[src/rtl/seq_alu.sv]
// seq_alu: handshaked ALU with registered result/NZCV flags; define SEQ_ALU_BARREL_SHIFT_EN for single-cycle shifts
module seq_alu #(
    parameter int WIDTH = 8,
    parameter int SHW   = $clog2(WIDTH)
) (
    input  logic             clk,
    input  logic             reset_n,
    input  logic             in_valid,
    output logic             in_ready,
    input  logic [3:0]       op,
    input  logic [WIDTH-1:0] a,
    input  logic [WIDTH-1:0] b,
    input  logic             c_in,
    output logic             out_valid,
    input  logic             out_ready,
    output logic [WIDTH-1:0] result,
    output logic             flag_n,
    output logic             flag_z,
    output logic             flag_c,
    output logic             flag_v
);
    localparam logic [1:0] IDLE  = 2'd0;
    localparam logic [1:0] SHIFT = 2'd1;
    localparam logic [1:0] DONE  = 2'd2;

    logic [1:0]       state;
    logic [3:0]       op_r;
    logic [WIDTH-1:0] work;
    logic [SHW-1:0]   cnt;
    logic [SHW-1:0]   k;
    logic             go_shift;
    logic [WIDTH:0]   add_w;
    logic [WIDTH:0]   sub_w;
    logic [WIDTH-1:0] alu_r;
    logic             alu_c;
    logic             alu_v;
    logic [WIDTH-1:0] step_r;
    logic             step_c;

    assign k         = b[SHW-1:0];
    assign in_ready  = state == IDLE;
    assign out_valid = state == DONE;
`ifdef SEQ_ALU_BARREL_SHIFT_EN
    logic [SHW:0] inv_k;
    assign inv_k    = (SHW+1)'(WIDTH) - {1'b0, k};
    assign go_shift = 1'b0;
`else
    assign go_shift = (op >= 4'd8) && (op <= 4'd12) && (k != '0);
`endif

    // single-cycle result for every op that does not need the iterative shifter
    always_comb begin
        add_w = {1'b0, a} + {1'b0, b} + {{WIDTH{1'b0}}, c_in & (op == 4'd7)};
        sub_w = {1'b0, a} - {1'b0, b};
        alu_r = '0;
        alu_c = 1'b0;
        alu_v = 1'b0;
        case (op)
            4'd0: alu_r = ~a;
            4'd1: alu_r = ~b;
            4'd2: alu_r = a | b;
            4'd3: alu_r = a & b;
            4'd4: alu_r = a ^ b;
            4'd5, 4'd7: begin
                alu_r = add_w[WIDTH-1:0];
                alu_c = add_w[WIDTH];
                alu_v = (a[WIDTH-1] == b[WIDTH-1]) && (alu_r[WIDTH-1] != a[WIDTH-1]);
            end
            4'd6: begin
                alu_r = sub_w[WIDTH-1:0];
                alu_c = ~sub_w[WIDTH];
                alu_v = (a[WIDTH-1] != b[WIDTH-1]) && (alu_r[WIDTH-1] != a[WIDTH-1]);
            end
`ifdef SEQ_ALU_BARREL_SHIFT_EN
            4'd8:  {alu_c, alu_r} = {1'b0, a} << k;
            4'd9:  {alu_r, alu_c} = {a, 1'b0} >> k;
            4'd10: {alu_r, alu_c} = $signed({a, 1'b0}) >>> k;
            4'd11: begin
                alu_r = (a << k) | (a >> inv_k);
                alu_c = (k != '0) & alu_r[0];
            end
            4'd12: begin
                alu_r = (a >> k) | (a << inv_k);
                alu_c = (k != '0) & alu_r[WIDTH-1];
            end
`else
            4'd8, 4'd9, 4'd10, 4'd11, 4'd12: alu_r = a;
`endif
            4'd13: alu_r = a;
            4'd14: alu_r = b;
            default: alu_r = '0;
        endcase
    end

    // one bit position of the iterative shifter, with the bit shifted out or wrapped
    always_comb begin
        step_r = work;
        step_c = 1'b0;
        case (op_r)
            4'd8:  {step_c, step_r} = {work, 1'b0};
            4'd9:  {step_r, step_c} = {1'b0, work};
            4'd10: {step_r, step_c} = {work[WIDTH-1], work};
            4'd11: {step_c, step_r} = {work[WIDTH-1], work[WIDTH-2:0], work[WIDTH-1]};
            4'd12: {step_c, step_r} = {work[0], work[0], work[WIDTH-1:1]};
            default: ;
        endcase
    end

    // handshake FSM; result and flags only change when an operation completes
    always_ff @(posedge clk or negedge reset_n) begin
        if (!reset_n) begin
            state  <= IDLE;
            op_r   <= '0;
            work   <= '0;
            cnt    <= '0;
            result <= '0;
            flag_n <= 1'b0;
            flag_z <= 1'b0;
            flag_c <= 1'b0;
            flag_v <= 1'b0;
        end else begin
            case (state)
                IDLE: if (in_valid) begin
                    if (go_shift) begin
                        op_r  <= op;
                        work  <= a;
                        cnt   <= k;
                        state <= SHIFT;
                    end else begin
                        result <= alu_r;
                        flag_n <= alu_r[WIDTH-1];
                        flag_z <= alu_r == '0;
                        flag_c <= alu_c;
                        flag_v <= alu_v;
                        state  <= DONE;
                    end
                end
                SHIFT: begin
                    work <= step_r;
                    cnt  <= cnt - SHW'(1);
                    if (cnt == SHW'(1)) begin
                        result <= step_r;
                        flag_n <= step_r[WIDTH-1];
                        flag_z <= step_r == '0;
                        flag_c <= step_c;
                        flag_v <= 1'b0;
                        state  <= DONE;
                    end
                end
                DONE: if (out_ready) state <= IDLE;
                default: state <= IDLE;
            endcase
        end
    end
endmodule
[config.mk]
export PLATFORM = sky130hd
export DESIGN_NAME = seq_alu
export DESIGN_NICKNAME = d
export VERILOG_FILES = /design/src/rtl/seq_alu.sv
export SDC_FILE = /design/constraint.sdc
export NUM_CORES = 1
export LEC_CHECK = 0
export ABC_AREA = 0
export CAP_MARGIN = 20
export CORE_AREA = 2 2 77 79
export DETAILED_ROUTE_END_ITERATION = 7
export DIE_AREA = 0 0 79 81
export GPL_TIMING_DRIVEN = 0
export PLACE_DENSITY = 0.85
export SLEW_MARGIN = 20
export SYNTH_ARGS = -nofsm -noshare
export SYNTH_HDL_FRONTEND = slang
export SYNTH_SLANG_ARGS = --single-unit
[constraint.sdc]
create_clock -name clk -period 2.4 [get_ports clk]
set_input_delay 0.36 -clock clk [delete_from_list [all_inputs] [get_ports clk]]
set_output_delay 0.36 -clock clk [all_outputs]
set_load 0.05 [all_outputs]
==> results of run 1 <==
-- metrics by stage --
stage | cell area [µm²] | hold slack [ns] | power (W) | setup slack [ns] | util (%)
4_1_cts | 3870 | 0.107 | 0.00340 | -0.208 | 68.1
3_5_place_dp | 3570 | 0.400 | 0.00296 | -1.28 | 63.0
2_1_floorplan | 3110 | 0.0644 | 0.00233 | -0.173 | -
6_report | 3920 | 0.0862 | 0.00348 | -0.157 | 69.0
5_1_grt | 3920 | 0.123 | 0.00367 | -0.243 | 69.0
3_3_place_gp | 3580 | 0.462 | 0.00289 | -1.25 | 63.1
-- flip-flops by register name, summed over array words and instances, names as in the netlist --
signal,cells
result,8
flag_z,1
state,2
cnt,3
flag_c,1
work,8
op_r,4
flag_v,1
-- cell type report --
class | instances | area [µm²]
Multi-Input combinational cell | 305 | 2310
Fill cell | 479 | 1760
Sequential cell | 28 | 701
Timing Repair Buffer | 51 | 480
Buffer | 23 | 140
Inverter | 33 | 124
Tap cell | 75 | 93.8
Clock buffer | 3 | 41.3
Clock inverter | 1 | 30.0
-- critical path, cell delays in order --
cell and delay, ns:
buf_12 0.11, buf_8 0.12, buf_8 0.11, nand3_4 0.08
fa_2 0.21, and2b_2 0.25, o211ai_1 0.27, buf_4 0.21
buf_6 0.10, a21oi_4 0.05, a221o_1 0.35, a21oi_2 0.23
a211oi_2 0.11, a21o_1 0.17
-- Yosys cell counts, types with 8 or more instances --
| cell type | number |
|---|---|
| nor2_1 | 21 |
| buf_2 | 8 |
| dfrtp_1 | 28 |
| nand2_1 | 39 |
| a211oi_1 | 10 |
| o21ai_1 | 9 |
| o21ai_0 | 33 |
| ha_1 | 26 |
| a21oi_1 | 23 |
| nand2b_1 | 9 |
| mux2_2 | 8 |
| clkbuf_1 | 11 |
| inv_1 | 33 |
| nor3_1 | 8 |
-- how the worst min path moves through the flow --
stage	to	slack [ns]	cells past startpoint
3_3_place_gp	result[6]	0.46	1
6_report	work[1]	0.09	1
2_1_floorplan	cnt[0]	0.06	0
5_1_grt	flag_c	0.12	1
3_5_place_dp	cnt[2]	0.40	1
4_1_cts	cnt[2]	0.11	1
-- metal layers --
layer | GRT usage, % | routed length (µm) | vias to the layer above
li1 | - | - | 1528
met1 | 37.3 | 3740 | 1593
met3 | 2.33 | 677 | 37
met5 | 0 | 0 | -
met2 | 53.0 | 4820 | 176
met4 | 10.9 | 262 | 0
-- power groups by stage --
stage	sequential, W	combinational, W	clock [W]
detailed placement	0.000867	0.00209	0
finish	0.000869	0.00224	0.000374
CTS	0.000859	0.00217	0.000370
global route	0.000890	0.00239	0.000390
global placement	0.000853	0.00204	0
floorplan	0.00108	0.00124	0
-- timing repair --
item,4_1_cts,5_1_grt
pin swaps,20,10
gates resized for setup,65,23
setup buffers,13,1
endpoints found under the hold margin,0,0
setup endpoints to repair,11,7
-- logic make-up (layout without fill, tap and decap cells) --
| kind of cell | after synthesis | in the layout | synth area share [%] |
|---|---|---|---|
| flip-flops | 28 | 28 | 22.8 |
| XOR/XNOR | 3 | 3 | 0.856 |
| buffers and inverters | 58 | 111 | 7.91 |
| AO/OA/AOI/OAI | 140 | 140 | 30.6 |
| multiplexers | 15 | 15 | 6.03 |
| adder cells (fa/ha/maj) | 28 | 28 | 11.9 |
| AND/OR/NAND/NOR | 119 | 119 | 19.9 |
==> impl_metrics.toml, run 1 <==
[clocking]
numCtsBuffers = 3
clk_pin_slew_ns = 0.10
clk_root_buffer_cell = "clkbuf_8"
cts_sinks = 28
cts.path.max_buffers = 2
insertion_delay_ns = 0.28
htreeDepth = 1
hold_buffers = 0
cts_tree = "built"

[final_layout]
layout_common_cells = "nand2_1, inv_1, o21ai_0"
final_nets = 498
layout_commonest_cell = "nand2_1"
antennaDiodeCount = 0
area_growth_pct = 27.6
fin_cells = 519
drive_above_1_share_pct = 19.6

[critical_path]
timing.rr.end = "flag_z"
crit_type = "input port to flip-flop"
rrSetupSlack_ns = -0.02
arrival_ns = 2.74
critPathLaunch = "op[1]"
required_ns = 2.58
endpoint = "result[6]"
rr_worst_depth = 8
rr_startpoint = "op_r[0]"
end_kind = "flip-flop"
critPathMaxFanout = 6
worstSetupStartpointType = "input port"

[synthesis]
synthTopCellsByArea = "dfrtp_1, ha_1, o21ai_0, nand2_1, inv_1"
synth-edff-count = 0
postSynthCellCount = 391
synth_top_area_cell = "dfrtp_1"
synth_top_flop_cell = "dfrtp_1"
ys_seq_elements = 28
synth_warnings = 0
syn_avg_cell_area_um2 = 7.85
ys_seq_area_share_pct = 22.8
ys_async_sr_fraction_pct = 100
netlist_area_um2 = 3070
synthDistinctLibCells = 65
yosys.area.top_type_share_pct = 22.8
synth_nets = 444

[pwr]
power_density_nw_per_um2 = 889
p_seq_share_pct = 25.0
leakage_nw = 1.71
p_sw_share_pct = 50.2
clockPowerShare_pct = 10.7
ir_drop_v = 0.000671
comb_power_share_pct = 64.3
p_switching_w = 0.00175
intPower_w = 0.00173

[drt]
routed_wl_mm = 9.50
drtIter0Drc = 346
avgRoutedWirePerCell_um = 18.3
dr.pass1.iters = 8
vias = 3334
antenna_left = 0
drc = 0
viasPerCell = 6.42

[floorplanning]
core_area_um2 = 5680
die_area_um2 = 6400
rows = 28
fp.dieH_um = 81
pin_count = 39
die_x_um = 79
start_util_pct = 54.1

[placement]
io_buffers = 37
hpwl_mm = 6.86
placed_cells = 503
gp_congestion = 0.966

[sta]
worstMarginPinSlew_ns = 0.622
fmaxAchievable_mhz = 391
maxSlewViolCount = 0
setup_viol = 5
finalSetupTns_ns = -0.471
finClkSkew_ns = 0.00288
rsz0062_at_grt = "yes"
report.final.hold_viol_count = 0
maxSlewHeadroom_pct = 58.6
period_needed_ns = 2.56
setup_ws_ns = -0.157
final.period_utilization_pct = 107

[worst_hold_path]
min_path_type = "input port to asynchronous set/reset pin"

[outcome]
violations = "setup timing"
status = "complete, but fails checks"

[global_route]
grt_pass1_wl_mm = 15.0
grt_pass1_vias = 3108
grt_util_all_layers_pct = 29.5
grt.overflow.total = 0
grt_max_degree = 29
antenna_found_initial = 0

[flow_run]
drv_cap = 0
No activity file was read; power rests on OpenSTA's default activity.
==> run 2, diff against run 1 <==
- CAP_MARGIN: 20 -> unset
==> results of run 2 <==
The final DEF is identical to that of run 1; final timing and power are the same.
==> run 3, diff against run 2 <==
- TNS_END_PERCENT: unset -> 30
==> impl_metrics.toml, run 3 (same netlist as run 1, synthesis figures left out) <==
[final_layout]
antennaDiodeCount = 0
area_growth_pct = 28.0
reg.largest.list = "result: 8 flops, work: 8 flops, op_r: 4 flops"
layout_common_cells = "nand2_1, o21ai_0, inv_1, dfrtp_1, clkdlybuf4s50_1"
final_nets = 504
layout_commonest_cell = "nand2_1"
fin_cells = 525
drive_above_1_share_pct = 20.4

[outcome]
status = "complete, but fails checks"
violations = "setup timing"

[flow_run]
drv_cap = 0

[floorplanning]
die_area_um2 = 6400
core_area_um2 = 5680
die_x_um = 79
rows = 28
fp.dieH_um = 81
pin_count = 39
start_util_pct = 54.1

[sta]
setup_ws_ns = -0.179
setup_viol = 6
finClkSkew_ns = 0.00551
report.final.hold_viol_count = 0
maxSlewHeadroom_pct = 58.2
finalSetupTns_ns = -0.789
fmaxAchievable_mhz = 388
period_needed_ns = 2.58
maxSlewViolCount = 0
final.period_utilization_pct = 107
worstMarginPinSlew_ns = 0.627
rsz0062_at_grt = "yes"

[clocking]
cts_tree = "built"
clk_root_buffer_cell = "clkbuf_8"
htreeDepth = 1
numCtsBuffers = 3
clk_pin_slew_ns = 0.10
cts.path.max_buffers = 2
insertion_delay_ns = 0.28
hold_buffers = 0
cts_sinks = 28

[placement]
placed_cells = 503
gp_congestion = 0.977
hpwl_mm = 6.72
io_buffers = 37

[global_route]
grt_pass1_vias = 3114
antenna_found_initial = 0
grt_util_met1_pct = 35.9
grt_max_degree = 29
grt_pass1_wl_mm = 14.8
grt.busiest_layer = "met2"
grt_util_all_layers_pct = 28.9
grt.overflow.total = 0
met3_usage_pct = 2.22
gr-usage-met2_pct = 51.7

[drt]
vias = 3285
drc = 0
avgRoutedWirePerCell_um = 17.7
drtIter0Drc = 384
viasPerCell = 6.26
dr.pass1.iters = 5
routed_wl_mm = 9.30
antenna_left = 0

[critical_path]
cpMostUsedCell = "buf_6"
end_kind = "flip-flop"
arrival_ns = 2.75
cp_slowest_stage_delay_ns = 0.35
rrSetupSlack_ns = -0.02
rr_startpoint = "op_r[0]"
crit_type = "input port to flip-flop"
required_ns = 2.58
timing.rr.end = "flag_z"
worstSetupStartpointType = "input port"
critPathMaxFanout = 5
cp_slowest_cell = "fa_2"
crit_chain = "buf_6, and3b_2, nand3_4, fa_2, and2b_2, o211ai_1, buf_4, buf_6, a211oi_4, or2_4, o211a_1, nand3b_1, a22o_1"
rr_worst_depth = 8

[pwr]
ir_drop_v = 0.000747
power_density_nw_per_um2 = 876
leakage_nw = 1.71

[worst_hold_path]
min_path_type = "input port to asynchronous set/reset pin"
==> run 3: cell count changes in the layout (fill, tap and decap cells not counted), moves of 2 or more <==
cell             previous run  this run
a211oi_2                    3         1
buf_4                      14        20
inv_2                       2         5
clkdlybuf4s50_1            21        23
o221ai_2                    3         1
inv_1                      31        28
a211oi_1                    6         8
==> run 3: cell type report <==
class                           count  area [µm²]
Timing Repair Buffer               57         519
Fill cell                         483        1740
Buffer                             23         140
Tap cell                           75        93.8
Clock buffer                        3        41.3
Sequential cell                    28         701
Clock inverter                      1        30.0
Inverter                           33         124
Multi-Input combinational cell    305        2280
==> run 3: stage by stage <==
step                      setup WS, ns  cell area, µm²  util [%]  hold slack (ns)  total power, W
after global routing            -0.250            3930      69.3            0.129         0.00367
after floorplan                 -0.182            3100         -           0.0644         0.00232
after global placement           -1.26            3570      62.9            0.461         0.00289
after detailed placement         -1.28            3560      62.8            0.411         0.00294
after CTS                       -0.240            3790      66.8            0.107         0.00336
final                           -0.179            3930      69.3           0.0787         0.00344
==> run 3: worst max path at each step <==
stage / startpoint / end / slack, ns / cells after the start
floorplan: op[0] / flag_z / -0.18 / 12
global placement: op[1] / result[7] / -1.26 / 13
detailed placement: op[1] / result[7] / -1.28 / 13
CTS: op[3] / flag_z / -0.24 / 13
global route: op[3] / flag_z / -0.25 / 13
finish: op[3] / result[7] / -0.18 / 13
==> run 3: repair_timing <==
item / in CTS / in global routing
pin swaps: 19 / 19
endpoints found under the setup margin: 11 / 8
setup buffers: 11 / 9
gates resized for setup: 59 / 27
==> run 3: layer usage <==
metal | routed length [µm] | vias to the layer above
met5 | 0 | -
met4 | 191 | 0
met3 | 580 | 16
met2 | 4810 | 163
met1 | 3720 | 1564
li1 | - | 1542
==> run 3: worst max-delay path, delay by kind of cell <==
kind | cells | cell delay, ns
compound gates | 4 | 0.74
buf+inv | 3 | 0.40
simple gates | 5 | 0.91
fa+ha+maj | 1 | 0.35
==> run 3: where the power goes <==
group          switching [W]  internal, W
Clock               0.000153     0.000224
Sequential          0.000184     0.000679
Combinational        0.00137     0.000832
Total                0.00171      0.00173
